### src/rtl/uart_pkt_pkg.sv
// Shared types and helpers for the UART packet deframer.
package uart_pkt_pkg;

    typedef enum logic [2:0] {
        IDLE = 3'd0,
        LEN  = 3'd1,
        DATA = 3'd2,
        DISC = 3'd3,
        CHK  = 3'd4,
        HOLD = 3'd5
    } state_e;

    // Command codes of the image-control protocol; the deframer passes every
    // code through untouched, these are here for the consumer side.
    localparam logic [7:0] CMD_SETIMG = 8'h53;
    localparam logic [7:0] CMD_GETIMG = 8'h43;

    // One accumulator step: modulo-256 add or bytewise xor.
    function automatic logic [7:0] chk_step(input logic [7:0] acc,
                                            input logic [7:0] data,
                                            input logic       xor_mode);
        return xor_mode ? (acc ^ data) : (acc + data);
    endfunction

endpackage

### src/rtl/pkt_buf_ram.sv
// Payload buffer: simple dual-port NUMBER x 8, synchronous write, registered read.
module pkt_buf_ram #(
    parameter  int NUMBER = 256,
    localparam int AW     = $clog2(NUMBER)
) (
    input  logic          clk,
    input  logic          rst,
    input  logic          we,
    input  logic [AW-1:0] wr_addr,
    input  logic [7:0]    wr_data,
    input  logic [AW-1:0] rd_addr,
    output logic [7:0]    rd_data
);

    logic [7:0] mem [NUMBER];
    logic [7:0] rd_q;

    // Write port plus registered read port (read output cleared by reset).
    always_ff @(posedge clk) begin
        if (we) begin
            mem[wr_addr] <= wr_data;
        end
        if (rst) begin
            rd_q <= '0;
        end else begin
            rd_q <= mem[rd_addr];
        end
    end

    assign rd_data = rd_q;

endmodule

### src/rtl/uart_pkt_deframer.sv
// Frames {cmd, len, data[len], chk} packets from a UART byte stream, checks the
// checksum, buffers the payload and offers good packets with valid/ready.
module uart_pkt_deframer
    import uart_pkt_pkg::*;
#(
    parameter  int    CLOCK      = 50_000_000,
    parameter  int    BAUD       = 115_200,
    parameter  int    NUMBER     = 256,
    parameter  int    RX_TIMEOUT = 2,
    parameter  string CHK_MODE   = "SUM",
    localparam int    AW         = $clog2(NUMBER)
) (
    input  logic          inclk,
    input  logic          reset,
    input  logic [7:0]    rx_data,
    input  logic          rx_valid,
    output logic          pkt_valid,
    input  logic          pkt_ready,
    output logic [7:0]    pkt_cmd,
    output logic [8:0]    pkt_len,
    input  logic [AW-1:0] rd_addr,
    output logic [7:0]    rd_data,
    output logic          err_chk,
    output logic          err_len,
    output logic          err_tmo,
    output logic          err_drop,
    output logic          busy
);

    localparam int          BYTE_CYC = 10 * (CLOCK / BAUD);
    localparam int          TO_CYC   = RX_TIMEOUT * BYTE_CYC;
    localparam int          TW       = $clog2(TO_CYC + 1);
    localparam logic [TW-1:0] TMO_LAST = TW'(TO_CYC - 1);
    localparam logic [8:0]  NUM9     = 9'(NUMBER);
    localparam logic        XOR_MODE = (CHK_MODE == "XOR");

    state_e        state_q, state_d;
    logic [7:0]    cmd_q, cmd_d;
    logic [8:0]    len_q, len_d;
    logic [8:0]    cnt_q, cnt_d;
    logic [7:0]    acc_q, acc_d;
    logic          over_q, over_d;
    logic [TW-1:0] timer_q, timer_d;
    logic [7:0]    pkt_cmd_q, pkt_cmd_d;
    logic [8:0]    pkt_len_q, pkt_len_d;
    logic          err_chk_q, err_chk_d;
    logic          err_len_q, err_len_d;
    logic          err_tmo_q, err_tmo_d;
    logic          err_drop_q, err_drop_d;
    logic          we;
    logic [8:0]    eff_len;
    logic [7:0]    exp_chk;
    logic          in_pkt;

    // Next-state logic: framing FSM, byte counter, checksum and inter-byte timer.
    always_comb begin
        state_d    = state_q;
        cmd_d      = cmd_q;
        len_d      = len_q;
        cnt_d      = cnt_q;
        acc_d      = acc_q;
        over_d     = over_q;
        pkt_cmd_d  = pkt_cmd_q;
        pkt_len_d  = pkt_len_q;
        err_chk_d  = 1'b0;
        err_len_d  = 1'b0;
        err_tmo_d  = 1'b0;
        err_drop_d = 1'b0;
        we         = 1'b0;
        // A length byte of zero means a full 256-byte payload.
        eff_len    = (rx_data == 8'h00) ? 9'd256 : {1'b0, rx_data};
        exp_chk    = ~acc_q;
        in_pkt     = (state_q != IDLE) && (state_q != HOLD);
        timer_d    = (!in_pkt || rx_valid) ? '0 : timer_q + TW'(1);

        case (state_q)
            IDLE: begin
                if (rx_valid) begin
                    cmd_d   = rx_data;
                    acc_d   = rx_data;
                    state_d = LEN;
                end
            end
            LEN: begin
                if (rx_valid) begin
                    len_d   = eff_len;
                    cnt_d   = '0;
                    acc_d   = chk_step(acc_q, rx_data, XOR_MODE);
                    over_d  = (eff_len > NUM9);
                    state_d = (eff_len > NUM9) ? DISC : DATA;
                end
            end
            DATA, DISC: begin
                if (rx_valid) begin
                    // Oversize payloads are only counted so the buffer keeps the last good packet.
                    we    = (state_q == DATA);
                    acc_d = chk_step(acc_q, rx_data, XOR_MODE);
                    cnt_d = cnt_q + 9'd1;
                    if (cnt_q + 9'd1 == len_q) begin
                        state_d = CHK;
                    end
                end
            end
            CHK: begin
                if (rx_valid) begin
                    if (over_q) begin
                        err_len_d = 1'b1;
                        state_d   = IDLE;
                    end else if (rx_data != exp_chk) begin
                        err_chk_d = 1'b1;
                        state_d   = IDLE;
                    end else begin
                        pkt_cmd_d = cmd_q;
                        pkt_len_d = len_q;
                        state_d   = HOLD;
                    end
                end
            end
            HOLD: begin
                if (rx_valid && pkt_ready) begin
                    // Consumer takes the packet and the same byte opens the next one.
                    cmd_d   = rx_data;
                    acc_d   = rx_data;
                    state_d = LEN;
                end else if (rx_valid) begin
                    err_drop_d = 1'b1;
                end else if (pkt_ready) begin
                    state_d = IDLE;
                end
            end
            default: state_d = IDLE;
        endcase

        // A byte arriving in the terminal cycle takes priority over the timeout.
        if (in_pkt && !rx_valid && (timer_q == TMO_LAST)) begin
            state_d   = IDLE;
            err_tmo_d = 1'b1;
            timer_d   = '0;
        end
    end

    // State registers, all cleared by reset so a partial packet is discarded.
    always_ff @(posedge inclk) begin
        if (reset) begin
            state_q    <= IDLE;
            cmd_q      <= '0;
            len_q      <= '0;
            cnt_q      <= '0;
            acc_q      <= '0;
            over_q     <= 1'b0;
            timer_q    <= '0;
            pkt_cmd_q  <= '0;
            pkt_len_q  <= '0;
            err_chk_q  <= 1'b0;
            err_len_q  <= 1'b0;
            err_tmo_q  <= 1'b0;
            err_drop_q <= 1'b0;
        end else begin
            state_q    <= state_d;
            cmd_q      <= cmd_d;
            len_q      <= len_d;
            cnt_q      <= cnt_d;
            acc_q      <= acc_d;
            over_q     <= over_d;
            timer_q    <= timer_d;
            pkt_cmd_q  <= pkt_cmd_d;
            pkt_len_q  <= pkt_len_d;
            err_chk_q  <= err_chk_d;
            err_len_q  <= err_len_d;
            err_tmo_q  <= err_tmo_d;
            err_drop_q <= err_drop_d;
        end
    end

    pkt_buf_ram #(.NUMBER(NUMBER)) u_buf (
        .clk     (inclk),
        .rst     (reset),
        .we      (we),
        .wr_addr (cnt_q[AW-1:0]),
        .wr_data (rx_data),
        .rd_addr (rd_addr),
        .rd_data (rd_data)
    );

    assign pkt_valid = (state_q == HOLD);
    assign busy      = (state_q != IDLE);
    assign pkt_cmd   = pkt_cmd_q;
    assign pkt_len   = pkt_len_q;
    assign err_chk   = err_chk_q;
    assign err_len   = err_len_q;
    assign err_tmo   = err_tmo_q;
    assign err_drop  = err_drop_q;

endmodule

### config.mk
export PLATFORM = sky130hd
export DESIGN_NAME = uart_pkt_deframer
export DESIGN_NICKNAME = d
export VERILOG_FILES = /design/src/rtl/uart_pkt_pkg.sv /design/src/rtl/pkt_buf_ram.sv /design/src/rtl/uart_pkt_deframer.sv
export SDC_FILE = /design/constraint.sdc
export NUM_CORES = 2
export LEC_CHECK = 0
export CAP_MARGIN = 20
export CELL_PAD_IN_SITES_DETAIL_PLACEMENT = 1
export CELL_PAD_IN_SITES_GLOBAL_PLACEMENT = 2
export CORE_ASPECT_RATIO = 0.8
export CORE_UTILIZATION = 50
export DETAILED_ROUTE_END_ITERATION = 12
export GPL_ROUTABILITY_DRIVEN = 0
export PLACE_DENSITY_LB_ADDON = 0.05
export SLEW_MARGIN = 20
export SYNTH_ARGS = -nofsm -noshare
export SYNTH_HDL_FRONTEND = slang
export SYNTH_SLANG_ARGS = --single-unit
### constraint.sdc
create_clock -name inclk -period 3.1 [get_ports inclk]
set_input_delay 0.31 -clock inclk [delete_from_list [all_inputs] [get_ports inclk]]
set_output_delay 0.31 -clock inclk [all_outputs]
set_load 0.02 [all_outputs]
==> impl_metrics.json <==
{
  "synthArstFlopShare_pct": 0,
  "htreeDepth": 4,
  "power_per_cell_area_nw_per_um2": 618,
  "seqPwrFrac_pct": 52.4,
  "ys.warnings.count": 0,
  "slowest_delay_ps": 610,
  "final_cell_mix": "edfxtp_1, buf_4, mux4_2",
  "synthFlopType": "edfxtp_1",
  "fp.dieArea_sq_um": 168000,
  "drtIter0Drc": 5734,
  "ys_top_cells_by_area": "edfxtp_1, mux4_2, dfxtp_1, nor2_1, mux2i_1",
  "critical_path.max_fanout": 12,
  "coreArea_sq_um": 165000,
  "final_common_cell": "edfxtp_1",
  "period_needed_ps": 2770,
  "r2r_slack_ps": 430,
  "pwr-share-clk_pct": 41.9,
  "max_slew_margin_pct": 26.3,
  "timing.rr.end": "u_buf.mem[205][6]",
  "reg2reg_from": "state_q[1]",
  "post-route-period-util_pct": 89.4,
  "port_buffers": 50,
  "crit_family": "flip-flops",
  "yosysTopAreaCell": "edfxtp_1",
  "grt_use_total_pct": 30.0,
  "grt_pass1_wl_um": 352000,
  "root_buffer": "clkbuf_16",
  "syn_avg_cell_area_sq_um": 20.1,
  "die_h_um": 367,
  "nets": 4851,
  "setup_viol": 0,
  "syn_to_final_growth_pct": 17.3,
  "io_pins": 51,
  "hp-start": "rx_data[3]",
  "worst_slew_pin_slew_ps": 1090,
  "yosysUniqueCellTypes": 74,
  "cp-end-kind": "primary output",
  "vias": 45262,
  "path_clk_slew_ps": 60,
  "min_path_cells": 2,
  "post-cts-setup-buffer-count": 0,
  "die_x_um": 458,
  "synth_top_area_share_pct": 73.9,
  "synth_enable_flop_cells": 2048,
  "synthCells": 4138,
  "rsz0062_at_grt": "false",
  "min_path_type": "in -> reg",
  "design_area_sq_um": 97600,
  "wl_per_cell_um": 34.9,
  "min_delay_worst_endpoint": "u_buf.mem[207][3]",
  "start_util_pct": 50.5,
  "power.switching_w": 0.0130,
  "num-fill-cells": 14091,
  "p_leak_nw": 31.8,
  "drv_cap": 0,
  "run_status": "finished, final reports clean",
  "clock_path_buffers": 3,
  "dpl.hpwl_um": 167000,
  "cts_tree": "done",
  "critPathBufInv": 1,
  "critical_path_class": "reg -> out",
  "ys_ff_latch": 2129,
  "worstPathArrival_ps": 2460,
  "syn-num-nets": 4171,
  "drive_gt1_share_pct": 30.4,
  "power_frac_comb_pct": 5.7,
  "finalHoldViolations": 0,
  "routed_wirelength_um": 250000,
  "cp_slowest_cell": "dfxtp_1",
  "synth_area_sq_um": 83200,
  "fmax_mhz": 361,
  "clk_latency_ps": 840,
  "drtAntennaViolNets": 0,
  "route.detailed.drc": 0,
  "holdWs_ps": 45.1,
  "drv_slew": 0,
  "drt_pass1_iterations": 5,
  "cp.depth": 3,
  "reg2regPathDepth": 8,
  "grt_max_degree": 181,
  "ir_drop_mv": 0.640,
  "vias_per_cell": 6.33,
  "dpl-instance-area_sq_um": 90800,
  "ys_seq_area_share_pct": 75.9,
  "switching_share_pct": 21.6,
  "gr-total-overflow": 0,
  "cp-start-kind": "flop",
  "p_int_w": 0.0473,
  "rows": 133,
  "numClockSinks": 2129,
  "fin_skew_ps": 34.0,
  "cts_buffers": 204,
  "grt_pass1_vias": 45598,
  "cp_cell_sequence": "nor2b_1, and2_1, clkdlybuf4s50_1",
  "cp.required_ps": 2790,
  "grt_antenna_before_repair": 5
}
-- cells in the mapped netlist (all sizes together), types with 8 or more instances --
cell / number
o22ai: 32
nor2b: 25
o221ai: 12
nand3: 35
o21ai: 54
nor4: 11
o211ai: 15
a2111oi: 10
a21oi: 61
a221oi: 15
mux4: 518
ha: 12
mux2i: 104
a31oi: 16
a211oi: 14
edfxtp: 2048
a22oi: 26
nand4: 33
mux2: 8
nor3: 25
or2: 11
o32ai: 8
nand2: 204
nor2: 359
inv: 13
clkbuf: 100
nand2b: 14
buf: 139
a32oi: 8
and2: 19
dfxtp: 81
and3: 13
xnor2: 16
xor2: 11
-- worst reg2reg max path, stage by stage (launching register included) --
cell and delay [ps]:
dfxtp_1 330, nor2b_1 290, nand2_1 120, nor2_1 330, and2_1 290, nand3_2 120, buf_4 260, nor2_1 380
buf_4 250
-- sequential cells by signal, summed over array words and instances (netlist names) --
register	cells
acc_q	8
cmd_q	8
cnt_q	9
err_chk	1
err_drop	1
err_len	1
err_tmo	1
len_q	9
over_q	1
pkt_cmd	8
pkt_len	9
state_q	3
timer_q	14
u_buf.mem	2048
u_buf.rd_data	8
-- logic make-up after synthesis --
kind of cell	synth area share [%]
fa+ha+maj	0.205
simple gates	4.09
xor+xnor	0.313
compound gates	2.52
mux	15.4
flops	75.9
buf+inv	1.61
-- stage by stage --
step / cells / util, % / setup WS [ps] / setup TNS [ps] / power (W)
2_1_floorplan: 4138 / - / 739 / 0 / 0.0338
3_3_place_gp: 6770 / 55.1 / -266 / -391 / 0.0356
3_5_place_dp: 6770 / 55.1 / -308 / -434 / 0.0356
4_1_cts: 7150 / 59.2 / 296 / 0 / 0.0606
5_1_grt: 7151 / 59.2 / 182 / 0 / 0.0617
6_report: 7155 / 59.2 / 328 / 0 / 0.0603
-- layout make-up --
| class | instances | area [sq um] | share of cell area (%) |
|---|---|---|---|
| antenna | 5 | 12.5 | 0.0128 |
| clock buffer | 245 | 5400 | 5.53 |
| clock inverter | 133 | 1300 | 1.33 |
| inverter | 15 | 61.3 | 0.0628 |
| multi-input combinational | 1755 | 18800 | 19.2 |
| sequential | 2129 | 63100 | 64.7 |
| tap | 2160 | 2700 | 2.77 |
| timing repair buffer | 713 | 6220 | 6.37 |
-- power by group through the flow --
stage	logic, W	registers (W)	clock network (W)
floorplan	0.00159	0.0322	0
global placement	0.00337	0.0322	0
global route	0.00358	0.0316	0.0266
CTS	0.00343	0.0316	0.0256
finish	0.00342	0.0316	0.0253
detailed placement	0.00341	0.0322	0
-- per-layer routing --
| metal | GRT usage (%) | vias to the layer above | wire length (um) |
|---|---|---|---|
| met5 | 0 | - | 13 |
| met4 | 7.47 | 2 | 6210 |
| met3 | 5.39 | 327 | 20700 |
| met2 | 45.0 | 2038 | 114000 |
| met1 | 45.9 | 24519 | 109000 |
| li1 | - | 18376 | - |
-- how the worst max path moves through the flow --
stage	end	slack [ps]	start
after floorplan	u_buf.rd_data[0]	740	rd_addr[0]
after global placement	u_buf.rd_data[3]	-270	rd_addr[0]
after detailed placement	u_buf.rd_data[3]	-310	rd_addr[0]
after CTS	pkt_valid	300	state_q[0]
after global routing	pkt_valid	180	state_q[0]
final	pkt_valid	330	state_q[0]
-- what timing repair did --
action | in CTS | in global routing
endpoints found under the hold margin | 5 | 0
resized for setup | 0 | 0
hold buffers | 2 | 0
endpoints found under the setup margin | 0 | 0
Power figures use the tool's default switching activity.
